`config.mk`:
```
export PLATFORM = sky130hd
export DESIGN_NAME = door_supervisor_1596
export DESIGN_NICKNAME = d
export VERILOG_FILES = /design/src/rtl/door_supervisor_1596.sv
export SDC_FILE = /design/constraint.sdc
export NUM_CORES = 1
export LEC_CHECK = 0
export BUFFER_PORTS_ARGS = -buffer_cell sky130_fd_sc_hd__buf_4
export CORE_MARGIN = 2
export CORE_UTILIZATION = 60
export DETAILED_ROUTE_END_ITERATION = 8
export MAX_ROUTING_LAYER = met4
export PLACE_DENSITY = 0.78
export SYNTH_ARGS = -nofsm -noshare
export SYNTH_HDL_FRONTEND = slang
export SYNTH_SLANG_ARGS = --single-unit
```
`constraint.sdc`:
```
create_clock -name clk2m -period 2.7 [get_ports clk2m]
set_input_delay 0.27 -clock clk2m [delete_from_list [all_inputs] [get_ports clk2m]]
set_output_delay 0.27 -clock clk2m [all_outputs]
set_load 0.1 [all_outputs]
```
`src/rtl/door_supervisor_1596.sv`:
```
// Garage-door supervisor: input synchronizers, key debouncers, motor FSM with an
// enforced dead time between motor drives, run/auto-close timeouts and a latched fault.
module door_supervisor_1596 #(
  parameter int unsigned DEB_CYC    = 4,
  parameter int unsigned DEAD_CYC   = 8,
  parameter int unsigned RUN_MAX    = 1000,
  parameter int unsigned AUTO_CLOSE = 200
) (
  input  logic clk2m,
  input  logic rst_n,
  input  logic key_up,
  input  logic key_down,
  input  logic sense_up,
  input  logic sense_down,
  input  logic obstacle,
  output logic ml,
  output logic mr,
  output logic light_red,
  output logic light_green,
  output logic fault
);

  localparam int unsigned DBW    = $clog2(DEB_CYC + 1);
  localparam int unsigned TMAX_A = (DEAD_CYC > RUN_MAX) ? DEAD_CYC : RUN_MAX;
  localparam int unsigned TMAX   = (TMAX_A > AUTO_CLOSE) ? TMAX_A : AUTO_CLOSE;
  localparam int unsigned TW     = $clog2(TMAX + 1);

  typedef enum logic [2:0] {
    S_INIT, S_CLOSED, S_OPEN, S_DEAD, S_OPENING, S_CLOSING, S_FAULT
  } state_t;

  state_t         state, state_next;
  logic           tgt_open, tgt_open_next;
  logic [TW-1:0]  tmr, tmr_next;
  logic [7:0]     blink_cnt, blink_cnt_next;
  logic           ml_next, mr_next, red_next, green_next, fault_next;

  // Two-flop synchronizers, bit order {obstacle, sense_down, sense_up, key_down, key_up}
  logic [4:0] sync_a, sync_b;
  always_ff @(posedge clk2m or negedge rst_n) begin
    if (!rst_n) begin
      sync_a <= '0;
      sync_b <= '0;
    end else begin
      sync_a <= {obstacle, sense_down, sense_up, key_down, key_up};
      sync_b <= sync_a;
    end
  end

  logic su, sd, ob;
  assign su = sync_b[2];
  assign sd = sync_b[3];
  assign ob = sync_b[4];

  // Debouncers: one pulse per press once DEB_CYC high samples are seen; re-armed by a low sample
  logic [DBW-1:0] deb_cnt [2];
  logic [1:0]     deb_fired, press;
  always_ff @(posedge clk2m or negedge rst_n) begin
    if (!rst_n) begin
      for (int i = 0; i < 2; i++) deb_cnt[i] <= '0;
      deb_fired <= '0;
      press     <= '0;
    end else begin
      for (int i = 0; i < 2; i++) begin
        if (!sync_b[i]) begin
          deb_cnt[i]   <= '0;
          deb_fired[i] <= 1'b0;
          press[i]     <= 1'b0;
        end else begin
          if (deb_cnt[i] != DBW'(DEB_CYC)) deb_cnt[i] <= deb_cnt[i] + DBW'(1);
          press[i] <= (deb_cnt[i] == DBW'(DEB_CYC)) && !deb_fired[i];
          if (deb_cnt[i] == DBW'(DEB_CYC)) deb_fired[i] <= 1'b1;
        end
      end
    end
  end

  logic up_p, dn_p;
  assign up_p = press[0] & ~press[1];
  assign dn_p = press[1] & ~press[0];

  always_ff @(posedge clk2m or negedge rst_n) begin
    if (!rst_n) begin
      state       <= S_INIT;
      tgt_open    <= 1'b0;
      tmr         <= '0;
      blink_cnt   <= '0;
      ml          <= 1'b0;
      mr          <= 1'b0;
      light_red   <= 1'b0;
      light_green <= 1'b0;
      fault       <= 1'b0;
    end else begin
      state       <= state_next;
      tgt_open    <= tgt_open_next;
      tmr         <= tmr_next;
      blink_cnt   <= blink_cnt_next;
      ml          <= ml_next;
      mr          <= mr_next;
      light_red   <= red_next;
      light_green <= green_next;
      fault       <= fault_next;
    end
  end

  // Next state; one shared timer serves dead time, run limit and auto-close
  always_comb begin
    state_next    = state;
    tgt_open_next = tgt_open;
    if (su && sd) begin
      state_next = S_FAULT;
    end else begin
      case (state)
        S_INIT: begin
          if (sd)        state_next = S_CLOSED;
          else if (su)   state_next = S_OPEN;
          else if (up_p) begin state_next = S_DEAD; tgt_open_next = 1'b1; end
          else if (dn_p) begin state_next = S_DEAD; tgt_open_next = 1'b0; end
        end
        S_CLOSED: begin
          if (up_p) begin state_next = S_DEAD; tgt_open_next = 1'b1; end
        end
        S_OPEN: begin
          if (dn_p || (!ob && tmr == TW'(AUTO_CLOSE - 1))) begin
            state_next    = S_DEAD;
            tgt_open_next = 1'b0;
          end
        end
        S_DEAD: begin
          if (tmr == TW'(DEAD_CYC - 1)) state_next = tgt_open ? S_OPENING : S_CLOSING;
        end
        S_OPENING: begin
          if (su)        state_next = S_OPEN;
          else if (dn_p) begin state_next = S_DEAD; tgt_open_next = 1'b0; end
          else if (tmr == TW'(RUN_MAX - 1)) state_next = S_FAULT;
        end
        S_CLOSING: begin
          if (ob || up_p) begin state_next = S_DEAD; tgt_open_next = 1'b1; end
          else if (sd)    state_next = S_CLOSED;
          else if (tmr == TW'(RUN_MAX - 1)) state_next = S_FAULT;
        end
        S_FAULT: state_next = S_FAULT;
        default: state_next = S_INIT;
      endcase
    end

    if (state_next != state)                tmr_next = '0;
    else if (state == S_OPEN && ob)         tmr_next = '0;
    else if (tmr != TW'(TMAX))              tmr_next = tmr + TW'(1);
    else                                    tmr_next = tmr;

    // Free-running modulo-256 divider for the fault blink
    blink_cnt_next = (state == S_FAULT) ? blink_cnt + 8'd1 : 8'd0;
  end

  // Output decode from the next state so the lamps/motors change with the state register
  always_comb begin
    ml_next    = (state_next == S_CLOSING);
    mr_next    = (state_next == S_OPENING);
    green_next = (state_next == S_OPEN);
    fault_next = (state_next == S_FAULT);
    red_next   = 1'b0;
    case (state_next)
      S_CLOSED, S_DEAD, S_OPENING, S_CLOSING: red_next = 1'b1;
      S_FAULT: begin
        if (state != S_FAULT)          red_next = 1'b1;
        else if (blink_cnt == 8'hFF)   red_next = ~light_red;
        else                           red_next = light_red;
      end
      default: red_next = 1'b0;
    endcase
  end

endmodule
```
==> metrics.cfg, run 1 <==
[place]
dp_cells=287
io_buffers=11
dp_hpwl_um=2826
place_congestion=0.9562

[timing]
hold_viol=0
period_minus_slack_ns=2.366
fmaxAchievable_mhz=422.7
slew_headroom=0.5687
setup_violations=0
worstMarginPinSlew_ns=0.6420
timing.final.crit_share=0.8762
slew_viol_final=0
whs_ns=0.07141
final.setup.tns_ns=0
finalClockSkew_ns=0.01144
rsz0062_at_grt=false

[logic_synthesis]
yosysUniqueCellTypes=57
ys_seq_area_frac=0.4953
synth_warnings=0
avgSynthCellArea_um2=10.33
ys.flop_type=dfrtp_1
syn_area_um2=2375
synthArstFlopShare=1.000
ys_seq_elements=47
synth_edf_count=0
syn-instance-count=230
syn_nets=244

[setup_path]
slowest_delay_ns=0.60
crit_fanout=10
crit_family=compound AO/OA/AOI/OAI gates
worst_r2r_startpoint=tmr[1]
slowest_stage=a2111o_1
crit_buf_inv=0
end_kind=register
cp.arrival_ns=2.59
worstPathRequired_ns=2.93
timing.critical_path.from=tmr[1]
path_cells=ha_1, and3b_4, a311o_2, o311ai_2, nor3_2, a2111o_1, nor3_4
worstSetupStartpointType=register
worstSetupPathType=reg2reg

[die]
io_pins=12
initial_core_util=0.6344
dieArea_um2=4477
core_area_um2=3744
dieWidth_um=66.91
die_h_um=66.91
rows=22

[clock_tree]
worstSkewPairLatency_ns=0.30
clockBufferDepth=2
htreeDepth=2
cts_sinks=47
cts_tree=yes
cts_buffers=5
clkTransAtPathRegs_ns=0.09
root_buffer=clkbuf_8

[detailed_routing]
final_antenna_net_count=0
viasPerCell=5.514
drt_wl_total_um=4096
drc_errors=0
drt-wirelength-per-cell_um=13.84
drt_iter0_drc=110
dr.pass1.iters=5
vias=1632

[grt]
grt_pass1_wl_um=7113
gr-usage-all-layers=0.2200
grt_max_degree=48
antenna_found_initial=0
gr-total-overflow=0
grt_pass1_vias=1558

[layout]
fill_cells=303
area_delta_synth_final_pct=9.326
drive_above_1_share=0.1492
layout_commonest_cell=dfrtp_1
regArea_um2=1176
multi_input_area_um2=1107
nNetsFinal=261
layout_common_cells=dfrtp_1, nor2_1, nand2_1, buf_4
diodes=0
layout.cells.non_filler=296

[power_and_ir_drop]
p_total_mw=1.816
ir_drop_v=0.0004085
power_density_nw_per_um2=699.7
leakagePower_nw=1.157

[flow_run]
cap_violations=0

[worst_hold_path]
min-delay-start=sense_up
min_path_type=in2reg

[run_status]
status=complete, no violations

[per-layer routing]
metal / routed length [um] / track usage
met4: 63 / 0.07653
met2: 1962 / 0.3513
met1: 1872 / 0.2733
met3: 197 / 0.05574
met5: 0 / -
[registers in the layout, summed over array words and instances, names as in the netlist]
name         count
light_green      1
deb_fired        2
light_red        1
mr               1
ml               1
tgt_open         1
sync_b           5
blink_cnt        8
fault            1
sync_a           5
press            2
deb_cnt          6
state            3
tmr             10
[cell families (layout without fill, tap and decap cells)]
group / after synthesis / in the layout / synth area share
multiplexers: 4 / 4 / 0.01739
flip-flops: 47 / 47 / 0.4953
AND/OR/NAND/NOR: 98 / 98 / 0.2276
AO/OA/AOI/OAI: 38 / 38 / 0.1180
buffers and inverters: 18 / 36 / 0.03845
adder cells (fa/ha/maj): 7 / 7 / 0.03688
XOR/XNOR: 18 / 18 / 0.06639
[power breakdown]
part	total [mW]	switching (mW)	internal (mW)
registers	0.972	0.135	0.836
clock network	0.404	0.222	0.182
logic	0.440	0.226	0.215
[final timing paths]
| check | end | slack (ns) | cells past startpoint |
|---|---|---|---|
| setup / recovery | tmr[2] | 0.33 | 7 |
| hold / removal | sync_a[2] | 0.07 | 1 |
| setup reg to reg | tmr[2] | 0.33 | 7 |
| hold reg to reg | sync_b[4] | 0.35 | 0 |
| max in group asynchronous | sync_a[0] | 1.81 | 2 |
| min in group asynchronous | blink_cnt[4] | 0.50 | 2 |
[through the flow]
stage / setup slack [ns] / cell area (um2) / utilization
floorplan: 0.5262 / 2375 / -
global placement: 0.3789 / 2505 / 0.6691
detailed placement: 0.3373 / 2505 / 0.6691
CTS: 0.3178 / 2596 / 0.6935
global route: 0.1847 / 2596 / 0.6935
finish: 0.3344 / 2596 / 0.6935
[Yosys cell counts (2+ instances only)]
master | n | area [um2]
a21boi_0 | 4 | 30.03
a21oi_1 | 5 | 25.02
a31oi_1 | 4 | 25.02
and2_1 | 2 | 12.51
and2_2 | 2 | 15.01
and2b_2 | 2 | 17.52
and3_1 | 5 | 31.28
buf_4 | 2 | 15.01
buf_6 | 2 | 22.52
dfrtp_1 | 47 | 1176
ha_1 | 7 | 87.58
inv_1 | 11 | 41.29
mux2i_1 | 3 | 30.03
nand2_1 | 18 | 67.56
nand2b_1 | 2 | 12.51
nand3_1 | 11 | 55.05
nor2_1 | 27 | 101.4
nor2b_1 | 7 | 43.79
nor3_1 | 4 | 20.02
nor3b_1 | 2 | 15.01
nor4_1 | 2 | 12.51
o21ai_0 | 7 | 35.03
o22ai_1 | 2 | 12.51
or3_1 | 3 | 18.77
xnor2_1 | 10 | 87.58
xor2_1 | 8 | 70.07
[cell type report]
| cell class | instances | area share |
|---|---|---|
| sequential | 47 | 0.4530 |
| multi-input combinational | 165 | 0.4265 |
| timing repair buffer | 17 | 0.05012 |
| clock buffer | 7 | 0.02940 |
| tap | 48 | 0.02313 |
| inverter | 11 | 0.01590 |
| clock inverter | 1 | 0.001928 |
[repair_timing]
| item | 4_1_cts | 5_1_grt |
|---|---|---|
| resized for setup | 0 | 0 |
| endpoints found under the hold margin | 47 | 0 |
| setup buffers | 0 | 0 |
| hold buffers | 1 | 0 |
Note: power is estimated with default switching activity, not from simulation.
==> run 2, diff against run 1 <==
--- a/config.mk
+++ b/config.mk
@@ -6,11 +6,13 @@
 export NUM_CORES = 1
 export LEC_CHECK = 0
 export BUFFER_PORTS_ARGS = -buffer_cell sky130_fd_sc_hd__buf_4
-export CORE_MARGIN = 2
+export CORE_MARGIN = 4
 export CORE_UTILIZATION = 60
 export DETAILED_ROUTE_END_ITERATION = 8
 export MAX_ROUTING_LAYER = met4
 export PLACE_DENSITY = 0.78
+export RECOVER_POWER = 50
+export SETUP_SLACK_MARGIN = 0.15
 export SYNTH_ARGS = -nofsm -noshare
 export SYNTH_HDL_FRONTEND = slang
 export SYNTH_SLANG_ARGS = --single-unit
==> run 2 against run 1 <==
Against the previous run: first-iteration DRC count decreased by 6.4%; maximum frequency down 1.1%; register-to-register slack worse by 0.03 ns; non-clock buffer count fell by 2; critical endpoint unchanged.
==> metrics.cfg, run 2 (synthesized netlist as in run 1, its figures left out) <==
[worst_hold_path]
min_path_type=in2reg  ; unchanged

[flow_run]
cap_violations=0  ; unchanged

[timing]
setup_violations=0  ; unchanged
period_minus_slack_ns=2.392  ; was 2.366 ns
slew_headroom=0.2630  ; was 0.5687
rsz0062_at_grt=false  ; unchanged
worstMarginPinSlew_ns=1.105  ; was 0.6420 ns
hold_viol=0  ; unchanged
slew_viol_final=0  ; unchanged
finalClockSkew_ns=0.01005  ; was 0.01144 ns
final.setup.tns_ns=0  ; unchanged
fmaxAchievable_mhz=418.1  ; was 422.7 MHz
timing.final.crit_share=0.8859  ; was 0.8762
timing.final.ws_setup_ns=0.3081  ; was 0.3344 ns

[clock_tree]
clockBufferDepth=2  ; unchanged
cts_buffers=5  ; unchanged
cts_tree=yes  ; unchanged
root_buffer=clkbuf_8  ; unchanged
cts_sinks=47  ; unchanged
clkTransAtPathRegs_ns=0.09  ; about the same
worstSkewPairLatency_ns=0.30  ; about the same
htreeDepth=2  ; unchanged

[die]
initial_core_util=0.6344  ; unchanged
dieWidth_um=70.91  ; was 66.91 um
io_pins=12  ; unchanged
die_h_um=70.91  ; was 66.91 um
rows=22  ; unchanged
core_area_um2=3744  ; unchanged
dieArea_um2=5028  ; was 4477 um2

[grt]
gr-total-overflow=0  ; unchanged
grt_max_degree=48  ; unchanged
gr-usage-all-layers=0.1862  ; was 0.2200
antenna_found_initial=0  ; unchanged
grt_pass1_wl_um=7320  ; was 7113 um
grt_pass1_vias=1623  ; was 1558

[setup_path]
worstSetupStartpointType=register  ; unchanged
crit_family=compound AO/OA/AOI/OAI gates  ; unchanged
crit_buf_inv=0  ; unchanged
worstPathRequired_ns=2.92  ; was 2.93 ns
end_kind=register  ; unchanged
crit_fanout=15  ; was 10
slowest_delay_ns=0.62  ; was 0.60 ns
worstSetupPathType=reg2reg  ; unchanged
cp.arrival_ns=2.61  ; was 2.59 ns
path_cells=and2b_2, a211oi_2, o21ai_1, o41a_1, a2111o_1, nor3_4  ; was ha_1, and3b_4, a311o_2, o311ai_2, nor3_2, a2111o_1, nor3_4
slowest_stage=dfrtp_1  ; was a2111o_1

[detailed_routing]
dr.pass1.iters=4  ; was 5
drc_errors=0  ; unchanged
final_antenna_net_count=0  ; unchanged
vias=1654  ; was 1632
viasPerCell=5.626  ; was 5.514
drt-wirelength-per-cell_um=13.52  ; was 13.84 um
drt_iter0_drc=103  ; was 110
drt_wl_total_um=3974  ; was 4096 um

[power_and_ir_drop]
power_density_nw_per_um2=744.3  ; was 699.7 nW/um2
ir_drop_v=0.0004700  ; was 0.0004085 V
p_total_mw=1.949  ; was 1.816 mW
leakagePower_nw=1.165  ; was 1.157 nW

[layout]
fill_cells=302  ; was 303
multi_input_area_um2=1107  ; unchanged
fin_util=0.6995  ; was 0.6935
largest_reg_flops=10  ; unchanged
regArea_um2=1176  ; unchanged
nNetsFinal=259  ; was 261
layout_common_cells=dfrtp_1, nor2_1, nand2_1, inv_1, nand3_1  ; was dfrtp_1, nor2_1, nand2_1, buf_4
drive_above_1_share=0.1504  ; was 0.1492
area_delta_synth_final_pct=10.27  ; was 9.326%
largest_register=tmr  ; unchanged
reg_top3=tmr (10), blink_cnt (8), deb_cnt (6)  ; unchanged
layout_commonest_cell=dfrtp_1  ; unchanged
diodes=0  ; unchanged

[place]
preCtsSetupSlack_ns=0.3243  ; was 0.3373 ns
dp_hpwl_um=2833  ; was 2826 um
place_congestion=0.9421  ; was 0.9562
io_buffers=11  ; unchanged

[run_status]
status=complete, no violations  ; unchanged

[run 2: changes by cell type in the layout (fill, tap and decap cells not counted)]
cell,previous run,this run
clkbuf_2,0,1
buf_4,16,8
clkbuf_8,5,6
bufinv_16,0,1
clkinv_2,1,0
inv_6,0,1
clkbuf_4,0,5
clkbuf_1,2,0
[run 2: power by group]
group	total, mW	leakage (nW)	switching [mW]	internal, mW
registers	0.975	0.583	0.139	0.836
logic	0.433	0.520	0.221	0.212
clock network	0.541	0.0618	0.236	0.304
total	1.95	1.17	0.597	1.35
[run 2: metal layers]
layer / wire length [um] / vias up / global-route usage
met3: 156 / 6 / 0.04688
li1: - / 828 / -
met1: 1895 / 795 / 0.2479
met5: 0 / - / -
met2: 1873 / 25 / 0.2853
met4: 49 / 0 / 0.05010
[run 2: path summary, 6_finish.rpt]
kind	endpoint	slack, ns	depth (start not counted)	start
worst max-delay path	tmr[2]	0.31	6	state[0]
worst min-delay path	sync_a[0]	0.09	1	key_up
worst max register to register	tmr[2]	0.31	6	state[0]
worst min register to register	sync_b[3]	0.35	0	sync_a[3]
max in group asynchronous	sync_a[1]	1.32	2	rst_n
min in group asynchronous	blink_cnt[1]	0.71	2	rst_n
[run 2: metrics by stage]
stage / hold slack (ns) / std cells / area [um2]
final: 0.09160 / 294 / 2619
after global routing: 0.07323 / 294 / 2619
after CTS: 0.06049 / 294 / 2621
after detailed placement: 0.3075 / 285 / 2490
after global placement: 0.3017 / 285 / 2490
after floorplan: -0.02559 / 230 / 2375
[run 2: layout make-up]
type	instances	area share
well taps	48	0.02293
clock buffers	6	0.03153
repair buffers	15	0.04300
inverters	11	0.01577
multi-input cells	165	0.4228
clock inverters	2	0.01481
flip-flops and latches	47	0.4491
[run 2: worst reg2reg max path, delay by kind of cell (launching register included)]
family / cells / cell delay (ns)
flops: 1 / 0.62
simple gates: 2 / 0.51
compound gates: 4 / 1.19
[run 2: timing repair]
item / 4_1_cts / 5_1_grt
endpoints found under the hold margin: 47 / 0
resized for setup: 0 / 0
hold buffers: 1 / 0
buffers inserted: 0 / 0
==> run 3, diff against run 2 <==
--- a/config.mk
+++ b/config.mk
@@ -7,10 +7,9 @@
 export LEC_CHECK = 0
 export BUFFER_PORTS_ARGS = -buffer_cell sky130_fd_sc_hd__buf_4
 export CORE_MARGIN = 4
-export CORE_UTILIZATION = 60
+export CORE_UTILIZATION = 32
 export DETAILED_ROUTE_END_ITERATION = 8
 export MAX_ROUTING_LAYER = met4
-export PLACE_DENSITY = 0.78
 export RECOVER_POWER = 50
 export SETUP_SLACK_MARGIN = 0.15
 export SYNTH_ARGS = -nofsm -noshare
==> run 3 against run 2 <==
Against the previous run: count of clock-buffer cells in the layout stayed put; sequential cell count unchanged; clock power is 22% lower; first-iteration DRC count is 17% lower; maximum frequency up 1.3%; combinational power about the same; hold slack better by 0.0021 ns; non-clock buffer count up 1; wire length up 11%; final cell count up 18%; cell area grew 1.4%; core utilization down 33 points; largest cell class unchanged; largest power group unchanged.
==> metrics.cfg, run 3 (synthesized netlist as in run 1, its figures left out) <==
[run_status]
status=complete, no violations  ; unchanged

[detailed_routing]
drt_wl_total_um=4409  ; was 3974 um
drc_errors=0  ; unchanged
viasPerCell=4.757  ; was 5.626
drt_iter0_drc=86  ; was 103
drt-wirelength-per-cell_um=12.74  ; was 13.52 um
vias=1646  ; was 1654
final_antenna_net_count=0  ; unchanged
dr.pass1.iters=4  ; unchanged

[setup_path]
worstSetupStartpointType=register  ; unchanged
r2r_cells=7  ; was 6
cp.arrival_ns=2.59  ; was 2.61 ns
worstPathRequired_ns=2.93  ; was 2.92 ns
end_kind=register  ; unchanged
crit_fanout=10  ; was 15
worst_r2r_startpoint=tmr[0]  ; was state[0]
worstSetupPathType=reg2reg  ; unchanged
timing.rr.end=tmr[2]  ; unchanged
reg2reg_setup_slack_ns=0.34  ; was 0.31 ns

[power_and_ir_drop]
swShare=0.3274  ; was 0.3061
p_sw_mw=0.5988  ; was 0.5966 mW
leakagePower_nw=1.147  ; was 1.165 nW
p_comb_frac=0.238  ; was 0.222
p_int_mw=1.230  ; was 1.353 mW
power_density_nw_per_um2=688.9  ; was 744.3 nW/um2
seqPwrFrac=0.532  ; was 0.500
ir_drop_v=0.0002048  ; was 0.0004700 V
clkPwrFrac=0.230  ; was 0.278

[grt]
antenna_found_initial=0  ; unchanged
grt_max_degree=48  ; unchanged
gr-usage-all-layers=0.1130  ; was 0.1862
grt_pass1_wl_um=7838  ; was 7320 um
gr-total-overflow=0  ; unchanged
grt_pass1_vias=1716  ; was 1623

[timing]
rsz0062_at_grt=false  ; unchanged
fmaxAchievable_mhz=423.6  ; was 418.1 MHz
setup_violations=0  ; unchanged
worstMarginPinSlew_ns=1.155  ; was 1.105 ns
period_minus_slack_ns=2.361  ; was 2.392 ns
hold_viol=0  ; unchanged
timing.final.crit_share=0.8744  ; was 0.8859
slew_viol_final=0  ; unchanged
final.setup.tns_ns=0  ; unchanged
finalClockSkew_ns=0.005832  ; was 0.01005 ns
slew_headroom=0.2302  ; was 0.2630

[layout]
drive_above_1_share=0.1538  ; was 0.1504
nNetsFinal=260  ; was 259
largest_reg_flops=10  ; unchanged
layout_commonest_cell=dfrtp_1  ; unchanged
layout_common_cells=dfrtp_1, nor2_1, nand2_1, inv_1, nand3_1  ; unchanged
area_delta_synth_final_pct=11.80  ; was 10.27%
diodes=0  ; unchanged
reg_top3=tmr (10), blink_cnt (8), deb_cnt (6)  ; unchanged
design_area_um2=2655  ; was 2619 um2
largest_register=tmr  ; unchanged

[place]
place_congestion=0.8361  ; was 0.9421
dpl_cell_area_um2=2561  ; was 2490 um2
io_buffers=11  ; unchanged
dp_hpwl_um=3016  ; was 2833 um

[die]
dieArea_um2=8863  ; was 5028 um2
io_pins=12  ; unchanged
die_h_um=94.15  ; was 70.91 um
core_area_um2=7214  ; was 3744 um2
initial_core_util=0.3292  ; was 0.6344
rows=31  ; was 22
dieWidth_um=94.15  ; was 70.91 um

[clock_tree]
root_buffer=clkbuf_8  ; unchanged
cts_buffers=5  ; unchanged
clkTransAtPathRegs_ns=0.09  ; about the same
clockBufferDepth=2  ; unchanged
cts_sinks=47  ; unchanged
cts_tree=yes  ; unchanged
worstSkewPairLatency_ns=0.30  ; about the same
post_cts_buffers=0  ; unchanged
htreeDepth=2  ; unchanged

[worst_hold_path]
worstHoldEndpoint=sync_a[0]  ; unchanged
worstHoldPathCells=1  ; unchanged
min_path_type=in2reg  ; unchanged
min-delay-start=key_up  ; unchanged

[flow_run]
cap_violations=0  ; unchanged

[run 3: changes by cell type in the layout (fill, tap and decap cells not counted), sizes merged]
cell      before  now
buf            8    9
bufinv         1    0
clkinv         0    1
clkinvlp       0    1
inv           12   11
[run 3: timing repair]
item                       4_1_cts  5_1_grt
resized for setup                0        1
hold endpoints to repair        13        0
hold buffers                     1        0
setup endpoints to repair        0        3
[run 3: layout make-up]
class	count	area (um2)
Clock buffer	6	72.57
Clock inverter	2	12.51
Fill cell	733	4559
Inverter	11	41.29
Multi-Input combinational cell	165	1107
Sequential cell	47	1177
Tap cell	99	123.9
Timing Repair Buffer	16	120.1
[run 3: worst max-delay path: stages, from the launching register on]
cell and delay [ns]:
dfrtp_1 0.41, ha_1 0.25, and3b_4 0.22, a311o_2 0.34
o311ai_2 0.11, nor3_2 0.14, a2111o_1 0.60, nor3_4 0.22
[run 3: worst max path at each step]
stage / startpoint / to / slack, ns / cells past startpoint
finish: tmr[0] / tmr[2] / 0.34 / 7
global route: tmr[1] / tmr[6] / 0.17 / 7
CTS: state[0] / tmr[2] / 0.29 / 6
detailed placement: state[0] / tmr[2] / 0.29 / 6
global placement: state[0] / tmr[2] / 0.36 / 6
floorplan: tmr[0] / tmr[2] / 0.53 / 8
[run 3: metal layers]
layer | routed length [um] | track usage
met5 | 0 | -
met3 | 143 | 0.02965
met4 | 66 | 0.03490
met1 | 2264 | 0.1492
met2 | 1935 | 0.1702
[run 3: power by group through the flow]
stage                     combinational (mW)  clock [mW]  sequential [mW]
after floorplan                        0.348           0            0.965
after global placement                 0.425           0            0.981
after detailed placement               0.439           0            0.986
after CTS                              0.444       0.438            0.973
after global routing                   0.501       0.462            0.994
final                                  0.436       0.420            0.973
[run 3: per-stage QoR]
stage	total power [mW]	std cells	util	setup slack, ns	hold WS, ns
global route	1.957	346	0.3680	0.1717	0.08029
floorplan	1.313	230	-	0.5262	-0.02559
detailed placement	1.425	337	0.3550	0.2933	0.3271
CTS	1.855	346	0.3682	0.2872	0.06172
finish	1.829	346	0.3680	0.3391	0.09365
global placement	1.406	337	0.3550	0.3562	0.3209
